### src/rtl/dbg_display_ctrl.sv
// Debug front-end: debounced single-step / auto-run step pulse and a scanned 7-segment channel view.
// Optional build macro: DISP_BLANK_LEADING_EN blanks leading zero digits.
module dbg_display_ctrl #(
  parameter int unsigned NUM_CH          = 5,
  parameter int unsigned DIGITS          = 4,
  parameter int unsigned SEL_W           = 3,
  parameter int unsigned DEBOUNCE_CYCLES = 100000,
  parameter int unsigned SCAN_DIV        = 50000,
  parameter int unsigned RUN_DIV         = 25000000
) (
  input  logic                         clk,
  input  logic                         Reset,
  input  logic                         button,
  input  logic                         run_mode,
  input  logic [SEL_W-1:0]             sw,
  input  logic [NUM_CH*DIGITS*4-1:0]   ch_data,
  output logic                         step,
  output logic [6:0]                   seg,
  output logic [DIGITS-1:0]            AN
);

  localparam int unsigned ChW   = DIGITS * 4;
  localparam int unsigned DbW   = (DEBOUNCE_CYCLES > 1) ? $clog2(DEBOUNCE_CYCLES) : 1;
  localparam int unsigned ScanW = (SCAN_DIV > 1) ? $clog2(SCAN_DIV) : 1;
  localparam int unsigned RunW  = (RUN_DIV > 1) ? $clog2(RUN_DIV) : 1;
  localparam int unsigned IdxW  = (DIGITS > 1) ? $clog2(DIGITS) : 1;

  logic             sync1_q, sync2_q;
  logic             db_q, db_d, db_prev_q;
  logic [DbW-1:0]   db_cnt_q, db_cnt_d;
  logic [RunW-1:0]  run_cnt_q, run_cnt_d;
  logic             run_wrap;
  logic             step_q, step_d;
  logic [ChW-1:0]   disp_q, disp_d;
  logic             valid_q, valid_d;
  logic [ScanW-1:0] scan_cnt_q, scan_cnt_d;
  logic             scan_wrap;
  logic [IdxW-1:0]  idx_q, idx_d;
  logic [6:0]       seg_q, seg_d;
  logic [DIGITS-1:0] an_q, an_d;
  logic [3:0]       nibble;
  logic             blank;

  function automatic logic [6:0] hex7(input logic [3:0] v);
    logic [6:0] s;
    case (v)
      4'h0: s = 7'h40;  4'h1: s = 7'h79;  4'h2: s = 7'h24;  4'h3: s = 7'h30;
      4'h4: s = 7'h19;  4'h5: s = 7'h12;  4'h6: s = 7'h02;  4'h7: s = 7'h78;
      4'h8: s = 7'h00;  4'h9: s = 7'h10;  4'hA: s = 7'h08;  4'hB: s = 7'h03;
      4'hC: s = 7'h46;  4'hD: s = 7'h21;  4'hE: s = 7'h06;  default: s = 7'h0E;
    endcase
    return s;
  endfunction

  // Debounce: accept the synchronised level only after it differs for DEBOUNCE_CYCLES edges.
  always_comb begin
    db_cnt_d = '0;
    db_d     = db_q;
    if (sync2_q != db_q) begin
      if (db_cnt_q == DbW'(DEBOUNCE_CYCLES - 1)) db_d = sync2_q;
      else db_cnt_d = db_cnt_q + 1'b1;
    end
  end

  always_comb begin
    run_wrap  = run_mode && (run_cnt_q == RunW'(RUN_DIV - 1));
    run_cnt_d = '0;
    if (run_mode && !run_wrap) run_cnt_d = run_cnt_q + 1'b1;
    step_d = run_mode ? run_wrap : (db_q & ~db_prev_q);
  end

  always_comb begin
    disp_d  = disp_q;
    valid_d = 1'b0;
    for (int unsigned k = 0; k < NUM_CH; k++) begin
      if (sw == SEL_W'(k)) begin
        disp_d  = ch_data[k*ChW +: ChW];
        valid_d = 1'b1;
      end
    end
  end

  always_comb begin
    scan_wrap  = (scan_cnt_q == ScanW'(SCAN_DIV - 1));
    scan_cnt_d = scan_wrap ? '0 : scan_cnt_q + 1'b1;
    idx_d      = idx_q;
    if (scan_wrap) idx_d = (idx_q == IdxW'(DIGITS - 1)) ? '0 : idx_q + 1'b1;
  end

  // Digit outputs are derived from the current index so AN and seg move together.
  always_comb begin
    nibble = '0;
    an_d   = '1;
    blank  = 1'b0;
    for (int unsigned i = 0; i < DIGITS; i++) begin
      if (idx_q == IdxW'(i)) begin
        nibble   = disp_q[4*i +: 4];
        an_d[i]  = 1'b0;
      end
    end
`ifdef DISP_BLANK_LEADING_EN
    begin
      logic upper_zero;
      upper_zero = 1'b1;
      for (int i = int'(DIGITS) - 1; i >= 1; i--) begin
        upper_zero = upper_zero & (disp_q[4*i +: 4] == 4'h0);
        if (idx_q == IdxW'(i)) blank = upper_zero;
      end
    end
`endif
    if (!valid_q)   seg_d = 7'h3F;
    else if (blank) seg_d = 7'h7F;
    else            seg_d = hex7(nibble);
  end

  always_ff @(posedge clk) begin
    if (Reset) begin
      sync1_q    <= 1'b0;
      sync2_q    <= 1'b0;
      db_q       <= 1'b0;
      db_prev_q  <= 1'b0;
      db_cnt_q   <= '0;
      run_cnt_q  <= '0;
      step_q     <= 1'b0;
      disp_q     <= '0;
      valid_q    <= 1'b1;
      scan_cnt_q <= '0;
      idx_q      <= '0;
      seg_q      <= 7'h7F;
      an_q       <= '1;
    end else begin
      sync1_q    <= button;
      sync2_q    <= sync1_q;
      db_q       <= db_d;
      db_prev_q  <= db_q;
      db_cnt_q   <= db_cnt_d;
      run_cnt_q  <= run_cnt_d;
      step_q     <= step_d;
      disp_q     <= disp_d;
      valid_q    <= valid_d;
      scan_cnt_q <= scan_cnt_d;
      idx_q      <= idx_d;
      seg_q      <= seg_d;
      an_q       <= an_d;
    end
  end

  assign step = step_q;
  assign seg  = seg_q;
  assign AN   = an_q;

endmodule

### config.mk
export PLATFORM = sky130hd
export DESIGN_NAME = dbg_display_ctrl
export DESIGN_NICKNAME = d
export VERILOG_FILES = /design/src/rtl/dbg_display_ctrl.sv
export SDC_FILE = /design/constraint.sdc
export NUM_CORES = 1
export LEC_CHECK = 0
export ABC_AREA = 1
export CAP_MARGIN = 10
export CORE_MARGIN = 5
export CORE_UTILIZATION = 54
export CTS_BUF_LIST = sky130_fd_sc_hd__clkbuf_2 sky130_fd_sc_hd__clkbuf_4 sky130_fd_sc_hd__clkbuf_8
export CTS_CLUSTER_SIZE = 16
export DETAILED_ROUTE_END_ITERATION = 7
export PLACE_DENSITY = 0.84
export SYNTH_ARGS = -nofsm -noshare
export SYNTH_HDL_FRONTEND = slang
export SYNTH_SLANG_ARGS = --single-unit
### constraint.sdc
create_clock -name clk -period 2.51 [get_ports clk]
set_input_delay 0.753 -clock clk [delete_from_list [all_inputs] [get_ports clk]]
set_output_delay 0.753 -clock clk [all_outputs]
set_load 0.05 [all_outputs]
Word-level counts from Yosys, hierarchy flattened:

Memories as Yosys holds them, arrays and structs flattened.
Index checks and enable logic that the tools add are counted.

* mux-type cells: 17
* bitwise logic cells: 5
* reduce and logical (&&, ||, !) cells: 12
* $add $sub $neg: 4
* equality and inequality tests: 11

Operators with widths (number)
* $mux 16: 5
* $add 25x1->25 const B: 1
* $eq 25x25->1 const B: 1
* $add 17x1->17 const B: 1
* $eq 17x17->1 const B: 1
* $add 16x1->16 const B: 1
* $eq 16x16->1 const B: 1
* $mux 4: 4
* $mux 7: 1
* $eq 3x2->1 const B: 2
* $mux 1: 6
* $reduce_or 2->1: 3
* $reduce_bool 5->1: 1
* $reduce_or 5->1: 1
* $eq 2x2->1 const B: 2
* $not 1->1: 4
* $eq 3x1->1 const B: 1
* $eq 3x3->1 const B: 1
* $logic_not 3->1: 1
* $reduce_or 3->1: 1
* $add 2x1->2 const B: 1
* $eq 2x1->1 const B: 1
* $logic_and 1x1->1: 2
* $logic_not 2->1: 1
* 5 further kinds: 5

* memories: 1
* logic and storage cells: 64
* memory bits (read-only): 112
* bits in registers: 93

Memory list
* (no name shown): depth 16, bits a word 7, read ports 1, clocked after memory_dff 0, wr ports 0, line 46 `case (v)`

Longest topological paths before layout:

Gate-level depths: netlist of the first run.
An unclocked memory read counts as a cell.

* word-level depth: 7
* depth in mapped cells: 13
* depth with buffers taken out: 13

Worst setup path after synthesis of the first run:

No wires, ideal clock.

* path kind: reg-to-reg
* start point: register idx_q[0]
* end point: register seg_q[5], in the netlist seg[5]
* stages on the path, launching flop included: 10
* clock period less this slack: 1.878 ns
* path buffers: 0
* arrival: 1.749 ns
* slack: 0.632 ns
* cells stage by stage: dfxtp_1 -> ha_1 -> inv_1 -> o21ai_0 -> inv_1 -> ha_1 -> inv_1 -> o21ai_0 -> nand2_1 -> nand3_1

* word-level cells in the longest chain between the ends: 6

Ends and longest elaborated chain
* start, declared: line 38 `logic [IdxW-1:0] idx_q, idx_d;`
* start signal, assigned: line 142 `idx_q <= idx_d;`
* $logic_not 2->1: line 96 `if (idx_q == IdxW'(i)) begin`
* $mux 4 (3 in a row): line 96
* $mux 4 (*): line 96
* $mem_v2 16x7 (*)
* end signal, assigned: line 143 `seg_q <= seg_d;`
* end, declared: line 39 `logic [6:0] seg_q, seg_d;`

Mark *: on every way between the ends. The rest lies on a longest branch, timed or not.
A chain may end at the register's enable or synchronous reset.

Final worst setup path of the first run:

* start point: register an_q[0], in the netlist AN[0]
* end point: output AN[0]

RTL lines
* start, declared: line 40 `logic [DIGITS-1:0] an_q, an_d;`
* start signal, assigned: line 144 `an_q <= an_d;`
* end, declared: line 19 `output logic [DIGITS-1:0] AN`

No word-level cell between the ends.

==> results.toml, run 1 <==
[pwr]
pwr-share-seq_pct = 49.8
pwr-share-comb_pct = 16.3
clock_power_share_pct = 33.9
intPower_mw = 2.26
p_sw_uw = 840
power_density_nw_per_um2 = 467
p_total_mw = 3.10
swShare_pct = 27.1
p_leak_nw = 2.68
vdd_drop_max_uv = 354

[drt]
antenna_left = 0
avgViaCountPerCell = 5.10
wl_per_cell_um = 12.2
met1_length_um = 5600
drt_iter0_markers = 293
met2_length_um = 6010
dr_wl_met3_um = 1010
wl_um = 12800
dr.max_layer_used = "met4"
vias = 5370
dr.pass1.iters = 5
drc_errors = 0

[worst_setup_path]
end_kind = "output pin"
critPathSlowestCell = "clkdlybuf4s50_1"
path_buf_inv = 1
cp_cell_sequence = "clkdlybuf4s50_1"
crit_fanout = 1
cp_top_family = "buffers and inverters"
max_stage_delay_ns = 0.82
start_kind = "flip-flop"
cp_data_required_time_ns = 1.76
arrival_ns = 1.55
worstSetupPathType = "flip-flop to output pin"

[cts]
hold_buffers = 0
cts_tree = "done"
insertion_delay_ns = 0.37
postCtsResizedCells = 0
root_buffer = "clkbuf_8"
cts_setup_buffers = 0
clock_path_buffers = 2
cts_buffers = 9
htreeDepth = 3
clk_pin_slew_ns = 0.10
cts.sinks = 93

[floorplan]
fp.dieH_um = 109
die_w_um = 109
start_util_pct = 54.6
fp.dieArea_sq_um = 11900
num_io_pins = 99
coreArea_sq_um = 9680
row_count = 36

[timing]
fin_crit_sh_pct = 91.7
period_needed_ns = 2.30
final.setup.tns_ns = 0
clock.fmax_ghz = 0.434
slew_headroom_pct = 59.7
rsz0062_at_grt = "no"
setup_viol = 0
worst_pin_slew_ns = 0.600
hold_viol = 0
maxSlewViolCount = 0
skew_ns = 0.0109

[synthesis]
synth-simple-area-share_pct = 38.8
avgSynthCellArea_sq_um = 6.50
ys_seq_elements = 93
synth_xor_area_share_pct = 2.48
yosys.area.top_type = "dfxtp_1"
synth.area.mux_share_pct = 0
ys_seq_area_share_pct = 35.2
synth_edf_count = 0
syn_nets = 915
synthTopCellsByArea = "dfxtp_1, nand2_1, nand3_1"
synth_compound_area_share_pct = 9.48
synthFlopType = "dfxtp_1"
syn-cell-area_sq_um = 5290
synth_top_family_by_area = "simple AND/OR/NAND/NOR gates"
synth.top_cell.area_share_pct = 35.2
yosysUniqueCellTypes = 32
synthAdderAreaFrac_pct = 3.31
async_reset_ff_share_pct = 0
yosysWarnings = 0
synth_cells = 814

[final_layout]
area_growth_pct = 25.4
seq_area_sq_um = 1860
antenna_cells = 0
fin_nets = 1015
fillCellCount = 813
fin_area_sq_um = 6630
layout-drive-gt1-share_pct = 6.86
multi_input_area_sq_um = 2860

[placement]
postPlaceCellArea_sq_um = 6420
dpl.hpwl_um = 9810
port_buffers = 98
gp_congestion = 0.954

[status]
status = "completed"

[run]
maxCapViolations = 0

[global_route]
grt_first_pass_wirelength_um = 21600
grt_pass1_vias = 4974
antenna_found_initial = 0
gr-total-overflow = 0
grt_max_degree = 33
track_usage_pct = 22.2

[hold_path]
holdCritPathClass = "flip-flop to flip-flop"
[area by class of cell]
type / count / share of cell area [%]
clock inverters: 6 / 1.08
repair buffers: 109 / 16.2
multi-input cells: 579 / 43.1
inverters: 122 / 6.91
clock buffers: 10 / 2.08
well taps: 133 / 2.51
flip-flops and latches: 93 / 28.1
[power by group through the flow]
stage                     clock network (mW)  registers, mW  logic [mW]
after global routing                    1.14           1.55       0.556
after floorplan                            0           1.63       0.228
after global placement                     0           1.58       0.500
after detailed placement                   0           1.58       0.504
final                                   1.05           1.55       0.505
after CTS                               1.06           1.55       0.506
[layout by cell type (no fill, tap or decap), types with 2 or more instances in the layout]
cell type,instances
inv_1,117
ha_1,14
nand3_1,113
nand3b_1,3
o211ai_1,2
and2_1,2
nor3_1,22
o21ai_0,13
a21oi_1,71
or2_2,22
nand3_2,3
nand2_1,179
o21ai_1,10
buf_4,10
xnor2_1,4
dfxtp_1,93
clkdlybuf4s50_1,98
clkinv_4,2
xor2_1,11
inv_2,5
nor2_2,2
clkbuf_8,10
nor3b_1,6
nand4_1,16
nor2_1,80
[stage by stage]
step	hold WS [ns]	setup WS (ns)	instances	util (%)
after floorplan	0.388	0.632	814	-
after global placement	0.391	0.240	1036	66.3
after detailed placement	0.397	0.217	1036	66.3
after CTS	0.412	0.200	1052	68.5
after global routing	0.425	0.152	1052	68.5
final	0.410	0.207	1052	68.5
[cell usage after synthesis (3+ instances only)]
cell and number:
buf_4 6, nor3_1 22, nand4_1 16, nand2_1 179
xnor2_1 4, or2_2 22, nand3_1 113, inv_1 117
dfxtp_1 93, o21ai_1 10, inv_2 5, xor2_1 11
a21oi_1 71, nand3_2 3, nor2_1 80, nor3b_1 6
nand3b_1 3, ha_1 14, o21ai_0 13, buf_2 4
clkbuf_1 8
[metal layers]
layer | global-route usage, % | vias to the layer above
li1 | - | 2802
met1 | 27.9 | 2366
met2 | 37.5 | 185
met3 | 5.57 | 17
met4 | 6.67 | 0
met5 | 0 | -
[cells by family (layout without fill, tap and decap cells)]
logic type | count (synthesis) | count (layout)
compound gates | 98 | 98
xor+xnor | 15 | 15
fa+ha+maj | 14 | 14
buf+inv | 142 | 247
flops | 93 | 93
simple gates | 452 | 452
[state kept, by name, summed over array words and instances (netlist names), 2 cells and up]
| signal | cells |
|---|---|
| disp_q | 16 |
| scan_cnt_q | 16 |
| run_cnt_q | 25 |
| idx_q | 2 |
| seg | 7 |
| db_cnt_q | 17 |
| AN | 4 |
[path summary, 6_finish.rpt]
kind / start / to / slack (ns) / cells past startpoint
setup / recovery: AN[0]$_SDFF_PP1_ / AN[0] / 0.21 / 1
hold / removal: sync1_q$_SDFF_PP0_ / sync2_q$_SDFF_PP0_ / 0.41 / 2
setup reg to reg: idx_q[1]$_SDFFE_PP0P_ / seg[3]$_SDFF_PP1_ / 0.36 / 13
hold reg to reg: sync1_q$_SDFF_PP0_ / sync2_q$_SDFF_PP0_ / 0.41 / 2
No activity file was read; power rests on OpenSTA's default activity.
==> run 2: changes to the inputs <==
CORE_MARGIN = unset   (was 5)
==> run 2 against run 1 <==
Net effect:
- largest power group unchanged
- critical path type unchanged
- clock power up 5%
- clock skew is 0.0045 ns lower
- critical endpoint is now AN[1]
- maximum frequency up 2.3%
- sequential share of layout area up 0.080 points
==> results.toml, run 2 (same netlist as run 1, synthesis figures left out) <==
[worst_setup_path]
cp_cell_sequence = "clkdlybuf4s50_1"
start_kind = "flip-flop"
end_kind = "output pin"
worstSetupPathType = "flip-flop to output pin"
arrival_ns = 1.50
timing.rr.start = "idx_q[1]$_SDFFE_PP0P_"
worstReg2RegEnd = "seg[3]$_SDFF_PP1_"
crit_end = "AN[1]"
crit_start = "AN[1]$_SDFF_PP1_"
path_depth = 1
crit_fanout = 1
reg2reg_depth = 13
reg2reg_slack_ns = 0.28
cp_top_family = "buffers and inverters"
max_stage_delay_ns = 0.82
cp_data_required_time_ns = 1.76
path_buf_inv = 1
critPathSlowestCell = "clkdlybuf4s50_1"

[final_layout]
area_growth_pct = 25.0
multi_input_area_sq_um = 2860
largest_reg_flops = 25
mostFrequentLayoutCells = "nand2_1, inv_1, nand3_1"
layout-drive-gt1-share_pct = 6.65
antenna_cells = 0
fin_nets = 1013
final_common_cell = "nand2_1"
fillCellCount = 812
fin_util_pct = 70.6
final_cell_count_no_fill = 1046
seq_area_sq_um = 1860
top_register = "run_cnt_q"
reg.largest.list = "run_cnt_q x25, db_cnt_q x17"

[pwr]
p_leak_nw = 2.68
p_total_mw = 3.15
power_density_nw_per_um2 = 477
vdd_drop_max_uv = 380

[floorplan]
fp.dieArea_sq_um = 10200
num_io_pins = 99
fp.dieH_um = 101
row_count = 35
start_util_pct = 56.4
die_w_um = 101
coreArea_sq_um = 9370

[global_route]
grt_first_pass_wirelength_um = 22600
track_usage_pct = 27.5
antenna_found_initial = 0
grt_pass1_vias = 5305
grt_max_degree = 33
gr-total-overflow = 0

[drt]
wl_um = 13500
wl_per_cell_um = 12.9
avgViaCountPerCell = 5.33
vias = 5574
drt_iter0_markers = 320
antenna_left = 0
dr.pass1.iters = 5
drc_errors = 0

[cts]
cts_setup_buffers = 0
clk_pin_slew_ns = 0.09
insertion_delay_ns = 0.35
root_buffer = "clkbuf_8"
clock_path_buffers = 2
cts.sinks = 93
htreeDepth = 3
cts_buffers = 9
cts_tree = "done"

[placement]
dp.cells = 1030
place_ws_ns = 0.102
dpl.hpwl_um = 10500
gp_congestion = 0.962
port_buffers = 98

[timing]
slew_headroom_pct = 56.2
rsz0062_at_grt = "no"
hold_viol = 0
setup_ws_ns = 0.260
period_needed_ns = 2.25
clock.fmax_ghz = 0.444
setup_viol = 0
skew_ns = 0.00649
maxSlewViolCount = 0
fin_crit_sh_pct = 89.7
final.setup.tns_ns = 0
worst_pin_slew_ns = 0.652

[status]
status = "completed"

[run]
maxCapViolations = 0

[hold_path]
holdCritPathClass = "flip-flop to flip-flop"
[run 2: how the worst min path moves through the flow]
stage	slack [ns]	endpoint	from	cells after the start
2_1_floorplan	0.39	sync2_q$_SDFF_PP0_	sync1_q$_SDFF_PP0_	2
3_3_place_gp	0.39	sync2_q$_SDFF_PP0_	sync1_q$_SDFF_PP0_	2
3_5_place_dp	0.41	sync2_q$_SDFF_PP0_	sync1_q$_SDFF_PP0_	2
4_1_cts	0.43	sync2_q$_SDFF_PP0_	sync1_q$_SDFF_PP0_	2
5_1_grt	0.45	sync2_q$_SDFF_PP0_	sync1_q$_SDFF_PP0_	2
6_report	0.42	sync2_q$_SDFF_PP0_	sync1_q$_SDFF_PP0_	2
[run 2: area by class of cell]
| type | count | area share [%] |
|---|---|---|
| flip-flops and latches | 93 | 28.2 |
| multi-input cells | 579 | 43.3 |
| clock buffers | 9 | 1.87 |
| clock inverters | 7 | 1.49 |
| well taps | 129 | 2.44 |
| repair buffers | 107 | 15.9 |
| inverters | 122 | 6.93 |
[run 2: layer usage]
metal | track usage (%) | up-vias | wire (um)
met2 | 50.3 | 193 | 6660
li1 | - | 2807 | -
met5 | 0 | - | 0
met1 | 31.8 | 2542 | 5700
met4 | 10.1 | 0 | 340
met3 | 5.27 | 32 | 784
[run 2: where the power goes]
part	internal, mW	switching, mW	leakage, nW
Clock	0.568	0.533	0.115
Combinational	0.238	0.269	1.81
Sequential	1.52	0.0240	0.758
Total	2.33	0.826	2.68
[run 2: per-stage QoR]
stage	instance area, sq um	hold WS (ns)
after global placement	6390	0.391
after detailed placement	6390	0.414
final	6610	0.419
after CTS	6610	0.431
after global routing	6610	0.448
after floorplan	5290	0.388
[run 2: what timing repair did]
item / 4_1_cts / 5_1_grt
setup endpoints to repair: 0 / 3
hold buffers: 0 / 0
gates resized for setup: 0 / 1
